`src/rtl/spi_emu_pkg.sv`:
```
// rtl/spi_emu_pkg.sv - shared encodings for the SPI sensor emulator
package spi_emu_pkg;

    typedef enum logic [1:0] {
        PAT_COUNTER = 2'b00,
        PAT_LFSR    = 2'b01,
        PAT_FIXED   = 2'b10,
        PAT_ECHO    = 2'b11
    } pattern_t;

    typedef enum logic [1:0] {
        ST_IDLE,
        ST_LOAD,
        ST_SHIFT,
        ST_DONE
    } state_t;

    // Right-shift Galois taps for x^32 + x^22 + x^2 + x + 1
    localparam logic [31:0] LFSR_POLY = 32'h8020_0003;

endpackage

```
`src/rtl/spi_emu_sync_edge.sv`:
```
// rtl/spi_emu_sync_edge.sv - 2-FF synchroniser with rise/fall pulses
module spi_emu_sync_edge #(
    parameter int             W       = 3,
    parameter logic [W-1:0]   RST_VAL = '0
) (
    input  logic         clk,
    input  logic         rst,
    input  logic [W-1:0] din,
    output logic [W-1:0] dout,
    output logic [W-1:0] rise,
    output logic [W-1:0] fall
);

    logic [W-1:0] s1_q, s1_d;
    logic [W-1:0] s2_q, s2_d;
    logic [W-1:0] hist_q, hist_d;

    // Two metastability stages, then one history stage for edge detection
    always_comb begin
        s1_d   = din;
        s2_d   = s1_q;
        hist_d = s2_q;
    end

    // Synchroniser registers
    always_ff @(posedge clk or posedge rst) begin
        if (rst) begin
            s1_q   <= RST_VAL;
            s2_q   <= RST_VAL;
            hist_q <= RST_VAL;
        end else begin
            s1_q   <= s1_d;
            s2_q   <= s2_d;
            hist_q <= hist_d;
        end
    end

    assign dout = s2_q;
    assign rise = s2_q & ~hist_q;
    assign fall = ~s2_q & hist_q;

endmodule

```
`src/rtl/spi_sensor_emulator.sv`:
```
// rtl/spi_sensor_emulator.sv - SPI slave emulating a multichannel sensor
module spi_sensor_emulator
    import spi_emu_pkg::*;
#(
    parameter int                WORD_W     = 32,
    parameter int                NUM_CH     = 4,
    parameter int                CPHA       = 1,
    parameter logic [WORD_W-1:0] FIXED_WORD = 32'hA5A5_5A5A,
    parameter logic [WORD_W-1:0] LFSR_SEED  = 32'hACE1_0001
) (
    input  logic              clk_sys,
    input  logic              rst,
    input  logic              enable,
    input  logic [1:0]        pattern_sel,
    input  logic              cs_n,
    input  logic              sclk,
    input  logic              mosi,
    output logic              miso,
    output logic              miso_oe,
    output logic [WORD_W-1:0] cmd_word,
    output logic              cmd_valid,
    output logic [15:0]       frame_cnt,
    output logic              short_frame_err
);

    localparam int CH_W = (NUM_CH > 1) ? $clog2(NUM_CH) : 1;
    localparam int SC_W = WORD_W - CH_W;
    localparam int BC_W = $clog2(WORD_W + 1);
    localparam logic [WORD_W-1:0] POLY = WORD_W'(LFSR_POLY);
    localparam logic [BC_W-1:0]   FULL = BC_W'(WORD_W);
    localparam logic [CH_W-1:0]   LAST_CH = CH_W'(NUM_CH - 1);

    logic [2:0] pin_sync, pin_rise, pin_fall;
    logic       sync_unused;

    spi_emu_sync_edge #(.W(3), .RST_VAL(3'b100)) u_sync (
        .clk  (clk_sys),
        .rst  (rst),
        .din  ({cs_n, sclk, mosi}),
        .dout (pin_sync),
        .rise (pin_rise),
        .fall (pin_fall)
    );

    logic cs_rise, cs_fall, mosi_s, launch_edge, sample_edge;
    assign cs_rise     = pin_rise[2];
    assign cs_fall     = pin_fall[2];
    assign mosi_s      = pin_sync[0];
    assign launch_edge = (CPHA != 0) ? pin_rise[1] : pin_fall[1];
    assign sample_edge = (CPHA != 0) ? pin_fall[1] : pin_rise[1];
    assign sync_unused = &{pin_sync[2:1], pin_rise[0], pin_fall[0]};

    state_t            state_q, state_d;
    pattern_t          pat_q, pat_d;
    logic [WORD_W-1:0] tx_sr_q, tx_sr_d, rx_sr_q, rx_sr_d;
    logic [BC_W-1:0]   bit_cnt_q, bit_cnt_d;
    logic              miso_q, miso_d, miso_oe_q, miso_oe_d;
    logic [WORD_W-1:0] cmd_word_q, cmd_word_d;
    logic              cmd_valid_q, cmd_valid_d, short_q, short_d;
    logic [15:0]       frame_cnt_q, frame_cnt_d;
    logic [CH_W-1:0]   ch_idx_q, ch_idx_d;
    logic [SC_W-1:0]   sample_cnt_q, sample_cnt_d;
    logic [WORD_W-1:0] lfsr_q, lfsr_d;
    logic [WORD_W-1:0] tx_word, lfsr_next;

    // Word presented to the master for the frame being loaded
    always_comb begin
        tx_word   = FIXED_WORD;
        lfsr_next = (lfsr_q >> 1) ^ (lfsr_q[0] ? POLY : '0);
        case (pattern_t'(pattern_sel))
            PAT_COUNTER: tx_word = {ch_idx_q, sample_cnt_q};
            PAT_LFSR:    tx_word = lfsr_q;
            PAT_FIXED:   tx_word = FIXED_WORD;
            PAT_ECHO:    tx_word = cmd_word_q;
            default:     tx_word = FIXED_WORD;
        endcase
    end

    // Frame FSM: next state, shift registers and frame bookkeeping
    always_comb begin
        state_d      = state_q;
        pat_d        = pat_q;
        tx_sr_d      = tx_sr_q;
        rx_sr_d      = rx_sr_q;
        bit_cnt_d    = bit_cnt_q;
        miso_d       = miso_q;
        miso_oe_d    = miso_oe_q;
        cmd_word_d   = cmd_word_q;
        cmd_valid_d  = 1'b0;
        short_d      = 1'b0;
        frame_cnt_d  = frame_cnt_q;
        ch_idx_d     = ch_idx_q;
        sample_cnt_d = sample_cnt_q;
        lfsr_d       = lfsr_q;
        case (state_q)
            ST_IDLE: begin
                if (cs_fall && enable) state_d = ST_LOAD;
            end
            ST_LOAD: begin
                pat_d     = pattern_t'(pattern_sel);
                miso_oe_d = 1'b1;
                bit_cnt_d = '0;
                rx_sr_d   = '0;
                if (CPHA == 0) begin
                    miso_d  = tx_word[WORD_W-1];
                    tx_sr_d = tx_word << 1;
                end else begin
                    miso_d  = 1'b0;
                    tx_sr_d = tx_word;
                end
                state_d = cs_rise ? ST_DONE : ST_SHIFT;
            end
            ST_SHIFT: begin
                if (bit_cnt_q != FULL) begin
                    if (launch_edge) begin
                        miso_d  = tx_sr_q[WORD_W-1];
                        tx_sr_d = tx_sr_q << 1;
                    end
                    if (sample_edge) begin
                        rx_sr_d   = {rx_sr_q[WORD_W-2:0], mosi_s};
                        bit_cnt_d = bit_cnt_q + 1'b1;
                    end
                end
                if (bit_cnt_d == FULL) miso_d = 1'b0;
                // A sample in the same cycle as CS rise is already in bit_cnt_d
                if (cs_rise) state_d = ST_DONE;
            end
            ST_DONE: begin
                if (bit_cnt_q == FULL) begin
                    cmd_word_d  = rx_sr_q;
                    cmd_valid_d = 1'b1;
                    frame_cnt_d = frame_cnt_q + 16'd1;
                    if (ch_idx_q == LAST_CH) begin
                        ch_idx_d     = '0;
                        sample_cnt_d = sample_cnt_q + 1'b1;
                    end else begin
                        ch_idx_d = ch_idx_q + 1'b1;
                    end
                    if (pat_q == PAT_LFSR) lfsr_d = lfsr_next;
                end else begin
                    short_d = 1'b1;
                end
                miso_oe_d = 1'b0;
                miso_d    = 1'b0;
                state_d   = ST_IDLE;
            end
            default: state_d = ST_IDLE;
        endcase
    end

    // State and datapath registers
    always_ff @(posedge clk_sys or posedge rst) begin
        if (rst) begin
            state_q      <= ST_IDLE;
            pat_q        <= PAT_COUNTER;
            tx_sr_q      <= '0;
            rx_sr_q      <= '0;
            bit_cnt_q    <= '0;
            miso_q       <= 1'b0;
            miso_oe_q    <= 1'b0;
            cmd_word_q   <= '0;
            cmd_valid_q  <= 1'b0;
            short_q      <= 1'b0;
            frame_cnt_q  <= '0;
            ch_idx_q     <= '0;
            sample_cnt_q <= '0;
            lfsr_q       <= LFSR_SEED;
        end else begin
            state_q      <= state_d;
            pat_q        <= pat_d;
            tx_sr_q      <= tx_sr_d;
            rx_sr_q      <= rx_sr_d;
            bit_cnt_q    <= bit_cnt_d;
            miso_q       <= miso_d;
            miso_oe_q    <= miso_oe_d;
            cmd_word_q   <= cmd_word_d;
            cmd_valid_q  <= cmd_valid_d;
            short_q      <= short_d;
            frame_cnt_q  <= frame_cnt_d;
            ch_idx_q     <= ch_idx_d;
            sample_cnt_q <= sample_cnt_d;
            lfsr_q       <= lfsr_d;
        end
    end

    assign miso            = miso_q;
    assign miso_oe         = miso_oe_q;
    assign cmd_word        = cmd_word_q;
    assign cmd_valid       = cmd_valid_q;
    assign frame_cnt       = frame_cnt_q;
    assign short_frame_err = short_q;

endmodule

```
`config.mk`:
```
export PLATFORM = sky130hd
export DESIGN_NAME = spi_sensor_emulator
export DESIGN_NICKNAME = d
export VERILOG_FILES = /design/src/rtl/spi_emu_pkg.sv /design/src/rtl/spi_emu_sync_edge.sv /design/src/rtl/spi_sensor_emulator.sv
export SDC_FILE = /design/constraint.sdc
export NUM_CORES = 1
export LEC_CHECK = 0
export BUFFER_PORTS_ARGS = -buffer_cell sky130_fd_sc_hd__buf_2
export CORE_UTILIZATION = 51
export CTS_CLUSTER_DIAMETER = 150
export DETAILED_ROUTE_END_ITERATION = 10
export HOLD_SLACK_MARGIN = 0.06
export PLACE_DENSITY_LB_ADDON = 0.2
export SYNTH_ARGS = -nofsm -noshare
export SYNTH_HDL_FRONTEND = slang
export SYNTH_SLANG_ARGS = --single-unit
```
`constraint.sdc`:
```
create_clock -name clk_sys -period 14.9 [get_ports clk_sys]
set_input_delay 2.235 -clock clk_sys [delete_from_list [all_inputs] [get_ports clk_sys]]
set_output_delay 2.235 -clock clk_sys [all_outputs]
set_load 0.005 [all_outputs]
```
* Word level (Yosys, flattened, before mapping) *
Index checks and enable logic that the tools add are counted.
W data, S select, Z words.

word-level totals
  register bits after elaboration = 199
  logic and storage cells = 84
  input bits = 8
  output and inout bits = 52

operators by class
  bitwise logic cells = 5
  add/subtract/negate cells = 4
  reductions and logical operators = 14
  eq/ne operators = 18
  mux-type cells = 26

operators by type and width
  operator                 number
  $mux W32                 5
  $pmux W32 S2             2
  $pmux W32 S4             1
  $xor A31 B32 Y32         1
  $add A30 B1 Y30 const B  1
  $mux W6                  3
  $add A16 B1 Y16 const B  1
  $reduce_and A3 Y1        5
  $eq A6 B6 Y1 const B     2
  $pmux W6 S2              1
  $eq A2 B2 Y1 const B     5
  $ne A2 B2 Y1 const B     5
  $mux W1                  8
  $pmux W2 S4              1
  $add A6 B1 Y6 const B    1
  $and A3 B3 Y3            2
  $eq A2 B1 Y1 const B     3
  $mux W2                  3
  $ne A3 B3 Y1 const B     2
  $ne A6 B6 Y1 const B     1
  $not A3 Y3               2
  $reduce_bool A2 Y1       3
  $logic_not A2 Y1         2
  $pmux W1 S2              2
  4 further kinds          5

* Longest topological paths before layout *
Gate-level depths: netlist of the first run.

  depth after elaboration = 8
  mapped depth = 9
  depth with buffers taken out = 8

* Modules after synthesis *
Synthesis of the first run repeated with hierarchy kept, for this count alone.

unflattened totals
  cell total of the unflattened synthesis = 805
  area, all modules = 8962.3 sq um

modules (own cells, without submodules)
  module               area each (sq um)  cells an instance  sequential area each (sq um)  instances
  spi_sensor_emulator  8677.1             789                4765.8                        1
  spi_emu_sync_edge    285.3              16                 229.0                         1

* Worst setup path after synthesis of the first run *
OpenSTA, ideal clock, no wires.

  path kind = input-to-reg
  from = input pattern_sel[1]
  to = register tx_sr_q[7]
  path slack = 11388 ps
  buffers on the path = 3
  stages = 8
  required time = 14817 ps
  arrival time = 3429 ps
  setup time = 83 ps
  path through = clkbuf_1 -> and2_1 -> clkbuf_1 -> clkbuf_1 -> nand2_1 -> o211ai_1 -> o21ai_0 -> o21ai_0

on the way
  word-level cells in the longest chain between the ends = 3
  elaborated cells on any way between the ends = 6
  those cells by class = 3 x eq/ne; 2 x mux; 1 x reduce/logical

RTL lines
  item                                  line                        RTL
  start: declaration                    spi_sensor_emulator.sv:14   input logic [1:0] pattern_sel,
  $eq A2 B2 Y1 (tied with other cells)  spi_sensor_emulator.sv:70   case (pattern_t'(pattern_sel))
  $pmux W32 S4 (*)                      spi_sensor_emulator.sv:70
  $pmux W32 S2 (*)                      spi_sensor_emulator.sv:95   case (state_q)
  end signal: assignment                spi_sensor_emulator.sv:171  tx_sr_q <= tx_sr_d;
  end: declaration                      spi_sensor_emulator.sv:55   logic [WORD_W-1:0] tx_sr_q, tx_sr_d, rx_sr_q, rx_sr_d;

Mark *: on every way between the ends. The rest lies on a longest branch, timed or not.
A chain may end at the register's enable or synchronous reset.

* Worst setup path in the final report of the first run *
  from = input pattern_sel[0]
  to = register tx_sr_q[26]

The elaborated chain is that of the path after synthesis.

==> flow_summary.ini, run 1 <==
[sta]
rsz0062_at_grt = no
fin_ws_ns = 11.03
setup_viol = 0
fin_crit_sh = 0.260
slew_headroom = 0.245
slew_violations = 0
tightest_slew_ns = 1.13
fin_tns_setup_ns = 0
hold_violations = 0
skew_ns = 0.0166
fmax_mhz = 258
period_minus_slack_ns = 3.87

[route]
drt_iter0_drc = 434
drc = 0
drt-total-wl_um = 18900
drtAntennaViolNets = 0
route.vias.total = 6252
wire_per_inst_um = 17.3
first_pass_iters = 5
vias_per_cell = 5.71

[floorplan]
die_y_um = 134
io_pins = 60
core_um2 = 16800
start_util = 0.527
dieArea_um2 = 17900
chipWidth_um = 134
rows = 47

[synth]
syn_nets = 844
synth_edf_count = 0
synth-async-reset-ratio = 1.00
synth_area_um2 = 8840
ys_warn_count = 0
ys_ff_latch = 198
ys_seq_area_frac = 0.562
syn_area_per_cell_um2 = 10.7
synthFlopType = dfrtp_1
synth_cells = 826
ys_types = 43

[critical_path]
cp-start-kind = input port
crit_required_ns = 15.22
worstReg2RegStart = bit_cnt_q[0]$_DFFE_PP0P_
cp-end-kind = register
cp_slowest_cell = buf_2
worst-path-max-fanout = 35
path_buf_inv = 1
crit_cells = 5
reg2reg_to = lfsr_q[13]$_DFFE_PP0P_
worstRegToRegCells = 7
critical_path.max_stage_delay_ns = 0.65
path_class = in2reg
cp.arrival_ns = 4.19
crit_chain = buf_2, nand2_1, o22ai_1, o21ai_0, mux2_2
crit_family = buffers and inverters
rrSetupSlack_ns = 11.98

[cells_and_area]
final_cell_mix = 186 x dfrtp_1, 180 x nand2_1, 59 x buf_2, 55 x mux2_2, 51 x o21ai_0
nets = 880
nFillCells = 1383
areaGrowthSynthToFinish_pct = 12.0
drive_gt1_frac = 0.192
final_common_cell = dfrtp_1
num_antenna_cells = 0

[global_route]
grt_remaining_overflow = 0
antenna_found_initial = 0
track_usage = 0.225
grt_max_degree = 123
first_global_vias = 5887
grt_pass1_wl_um = 31400

[clocking]
ctsResizeCount = 0
cts.sinks = 198
path_clk_slew_ns = 0.07
cts_hold_buffers = 0
cts_tree = built
post_cts_buffers = 0
clk_latency_ns = 0.43
cts.htree.levels = 4
numCtsBuffers = 17
cts_buffer_depth = 2
root_buffer = clkbuf_16

[min_path]
whs_path_depth = 0
hold_start = u_sync.s1_q[1]$_DFF_PP0_
min-delay-path-class = reg2reg
hold_end = u_sync.dout[1]$_DFF_PP0_

[place]
globalplace.congestion = 0.871
dpl.hpwl_um = 12400
port_buffers = 59
preCtsSetupSlack_ns = 10.60

[power_and_ir_drop]
p_per_area_nw_per_um2 = 137
power_frac_clock = 0.367
power.switching_uw = 410
pwr-share-seq = 0.450
power.share.switching = 0.303
leakagePower_nw = 4.93
power_frac_comb = 0.183
p_int_uw = 944
ir_drop_v = 0.0000995

[run_status]
status = finished, final reports clean

[job]
max-cap-violations = 0
-- cells in the mapped netlist, types with 2 or more instances --
| master | number | area share |
|---|---|---|
| mux2i_1 | 21 | 0.024 |
| dfrtp_1 | 186 | 0.53 |
| clkbuf_1 | 25 | 0.011 |
| inv_1 | 15 | 0.0064 |
| mux2_2 | 55 | 0.070 |
| nor2_1 | 33 | 0.014 |
| nand4_1 | 15 | 0.011 |
| nand4b_1 | 2 | 0.0020 |
| o21ai_0 | 51 | 0.029 |
| xnor2_1 | 32 | 0.032 |
| dfstp_2 | 12 | 0.036 |
| and2_1 | 3 | 0.0021 |
| and3_1 | 12 | 0.0085 |
| a22o_1 | 33 | 0.033 |
| nor3_1 | 6 | 0.0034 |
| o31ai_1 | 3 | 0.0025 |
| nand2_1 | 180 | 0.076 |
| o22ai_1 | 19 | 0.013 |
| nand3_1 | 19 | 0.011 |
| nand2b_1 | 2 | 0.0014 |
| a21oi_1 | 19 | 0.011 |
| o211ai_1 | 16 | 0.014 |
| ha_1 | 10 | 0.014 |
| xor2_1 | 16 | 0.016 |
| buf_2 | 18 | 0.010 |
| and4_1 | 6 | 0.0059 |
-- worst register-to-register path, cell delays in order (launching register included) --
cell and delay, ns:
dfrtp_1 0.42, inv_1 0.12, ha_1 0.18, and4bb_1 0.29, nand3_2 0.11, inv_2 0.64
nand3b_4 0.56, mux2_2 0.48
-- state kept, by name, indices dropped and copies added, names as in the netlist, 6 cells and up --
register      count
frame_cnt        16
bit_cnt_q         6
lfsr_q           32
cmd_word         32
rx_sr_q          32
tx_sr_q          32
sample_cnt_q     30
-- metrics by stage --
stage               hold WS [ns]  utilization  power [mW]  instances  area [µm²]
finish                     0.351        0.591        1.35       1095        9900
detailed placement         0.338        0.552       0.866       1063        9260
CTS                        0.356        0.591        1.36       1095        9900
global route               0.357        0.591        1.42       1095        9900
global placement           0.335        0.552       0.855       1063        9260
floorplan                  0.331            -       0.812        826        8840
-- how the worst max path moves through the flow --
stage,slack [ns],to,from
2_1_floorplan,7.29,bit_cnt_q[0]$_DFFE_PP0P_,rst
3_3_place_gp,10.66,tx_sr_q[31]$_DFFE_PP0P_,pattern_sel[0]
3_5_place_dp,10.60,tx_sr_q[26]$_DFFE_PP0P_,pattern_sel[0]
4_1_cts,11.06,tx_sr_q[26]$_DFFE_PP0P_,pattern_sel[0]
5_1_grt,10.94,tx_sr_q[19]$_DFFE_PP0P_,pattern_sel[0]
6_report,11.03,tx_sr_q[26]$_DFFE_PP0P_,pattern_sel[0]
-- final cells by class --
| type | count | area (µm²) | share of cell area |
|---|---|---|---|
| Inverter | 16 | 67.6 | 0.00682 |
| Sequential cell | 198 | 4970 | 0.502 |
| Multi-Input combinational cell | 566 | 3620 | 0.365 |
| Tap cell | 220 | 275 | 0.0278 |
| Timing Repair Buffer | 63 | 325 | 0.0329 |
| Clock buffer | 17 | 425 | 0.0430 |
| Clock inverter | 15 | 220 | 0.0222 |
-- power by group through the flow --
stage,clock [mW],sequential (mW),combinational (mW)
after floorplan,0,0.612,0.200
after global placement,0,0.616,0.239
after detailed placement,0,0.618,0.248
after CTS,0.506,0.608,0.248
after global routing,0.529,0.614,0.281
final,0.497,0.609,0.248
-- kinds of logic (layout without fill, tap and decap cells) --
family	after synthesis	after routing	share of synthesized area
DFF	198	198	0.562
muxes	76	76	0.0938
adders and majority gates	10	10	0.0142
and+or+nand+nor	286	286	0.146
buffers and inverters	62	111	0.0301
AOI/OAI and AO/OA	146	146	0.106
xor gates and xnor gates	48	48	0.0476
-- per-layer routing --
metal | track usage | routed length (µm) | up-vias | part of all wire
li1 | - | - | 2928 | -
met1 | 0.347 | 9380 | 3130 | 0.50
met2 | 0.315 | 8380 | 173 | 0.44
met3 | 0.0552 | 896 | 21 | 0.047
met4 | 0.0556 | 236 | 0 | 0.012
met5 | 0 | 0 | - | 0
(Power assumes the default switching activity.)
==> inputs of run 2 (changes only) <==
==> constraint.sdc (replaced) <==
create_clock -name clk_sys -period 4.05 [get_ports clk_sys]
set_input_delay 0.6075 -clock clk_sys [delete_from_list [all_inputs] [get_ports clk_sys]]
set_output_delay 0.6075 -clock clk_sys [all_outputs]
set_load 0.005 [all_outputs]
==> flow_summary.ini, run 2 (synthesized netlist as in run 1, its figures left out) <==
[sta]
rsz0062_at_grt = no
slew_headroom = 0.258
fmax_mhz = 370
fin_crit_sh = 0.667
slew_violations = 0
hold_violations = 0
tightest_slew_ns = 1.11
period_minus_slack_ns = 2.70
setup_viol = 0
fin_tns_setup_ns = 0
skew_ns = 0.0102

[run_status]
status = finished, final reports clean

[cells_and_area]
areaGrowthSynthToFinish_pct = 11.8
nets = 882
stdcell_area_um2 = 9880
num_antenna_cells = 0
final_common_cell = dfrtp_1
drive_gt1_frac = 0.193
final_cell_mix = 186 x dfrtp_1, 180 x nand2_1, 59 x buf_2, 55 x mux2_2, 51 x o21ai_0

[critical_path]
cp_slowest_cell = inv_1
crit_chain = inv_1, ha_1, buf_4, inv_1, a41oi_1, o31ai_1, o31ai_1
cp.arrival_ns = 3.00
cp-end-kind = register
critical_path.max_stage_delay_ns = 0.68
path_class = reg2reg
worst-path-max-fanout = 34
crit_required_ns = 4.35
cp-start-kind = register

[clocking]
cts_tree = built
root_buffer = clkbuf_16
cts.htree.levels = 4
post_cts_buffers = 0
clk_latency_ns = 0.43
cts_hold_buffers = 0
numCtsBuffers = 17
ctsResizeCount = 0
path_clk_slew_ns = 0.06
cts.sinks = 198
cts_buffer_depth = 2

[power_and_ir_drop]
p_per_area_nw_per_um2 = 489
leakagePower_nw = 4.92
ir_drop_v = 0.000329

[floorplan]
dieArea_um2 = 17900
start_util = 0.527
rows = 47
chipWidth_um = 134
io_pins = 60
die_y_um = 134
core_um2 = 16800

[place]
port_buffers = 59
dpl.hpwl_um = 12700
placed_cell_area_um2 = 9290
globalplace.congestion = 0.854

[global_route]
track_usage = 0.224
antenna_found_initial = 0
grt_pass1_wl_um = 31400
grt_remaining_overflow = 0
first_global_vias = 6130
grt_max_degree = 87

[route]
drtAntennaViolNets = 0
wire_per_inst_um = 17.3
drt_iter0_drc = 474
vias_per_cell = 5.67
first_pass_iters = 5
route.vias.total = 6225
drt-total-wl_um = 18900
drc = 0

[job]
max-cap-violations = 0

[min_path]
min-delay-path-class = in2reg
run 2: path summary, 6_finish.rpt:
kind                       slack, ns                     start                  endpoint  depth (start not counted)
min reg2reg                     0.35  u_sync.s1_q[1]$_DFF_PP0_  u_sync.dout[1]$_DFF_PP0_                          0
max in group asynchronous       2.81                       rst    lfsr_q[16]$_DFFE_PP1P_                          3
max                             1.35    state_q[0]$_DFFE_PP0P_    state_q[0]$_DFFE_PP0P_                          7
min in group asynchronous       0.33                       rst  bit_cnt_q[0]$_DFFE_PP0P_                          2
min                             0.28                      cs_n  u_sync.s1_q[2]$_DFF_PP1_                          1
max reg2reg                     1.35    state_q[0]$_DFFE_PP0P_    state_q[0]$_DFFE_PP0P_                          7
run 2: power by group:
part | switching (mW) | internal [mW] | total [mW]
combinational | 0.624 | 0.283 | 0.907
sequential | 0.103 | 2.14 | 2.25
clock | 0.744 | 0.934 | 1.68
run 2: per-layer routing:
| metal | GRT usage | wire [µm] |
|---|---|---|
| met3 | 0.0415 | 836 |
| met5 | 0 | 0 |
| met2 | 0.334 | 8520 |
| met1 | 0.333 | 9320 |
| met4 | 0.0701 | 267 |
run 2: through the flow:
| stage | total power, mW | hold slack [ns] | setup slack, ns | utilization | std cells |
|---|---|---|---|---|---|
| CTS | 4.86 | 0.259 | 1.35 | 0.590 | 1097 |
| detailed placement | 3.18 | 0.335 | 1.37 | 0.554 | 1065 |
| global placement | 3.14 | 0.333 | 1.41 | 0.554 | 1065 |
| floorplan | 2.99 | 0.331 | 0.892 | - | 826 |
| global route | 5.07 | 0.258 | 1.10 | 0.590 | 1097 |
| finish | 4.83 | 0.276 | 1.35 | 0.590 | 1097 |
run 2: critical path, delay by kind of cell, from the launching register on:
kind	cells	cell delay (ns)
AOI/OAI and AO/OA	3	0.74
buffers and inverters	3	1.08
adders and majority gates	1	0.32
DFF	1	0.42
run 2: cell type report:
class | instances | area [µm²]
clock buffer | 19 | 443
clock inverter | 13 | 146
fill | 1384 | 6880
inverter | 16 | 63.8
multi-input combinational | 566 | 3620
sequential | 198 | 4970
tap | 220 | 275
timing repair buffer | 65 | 365
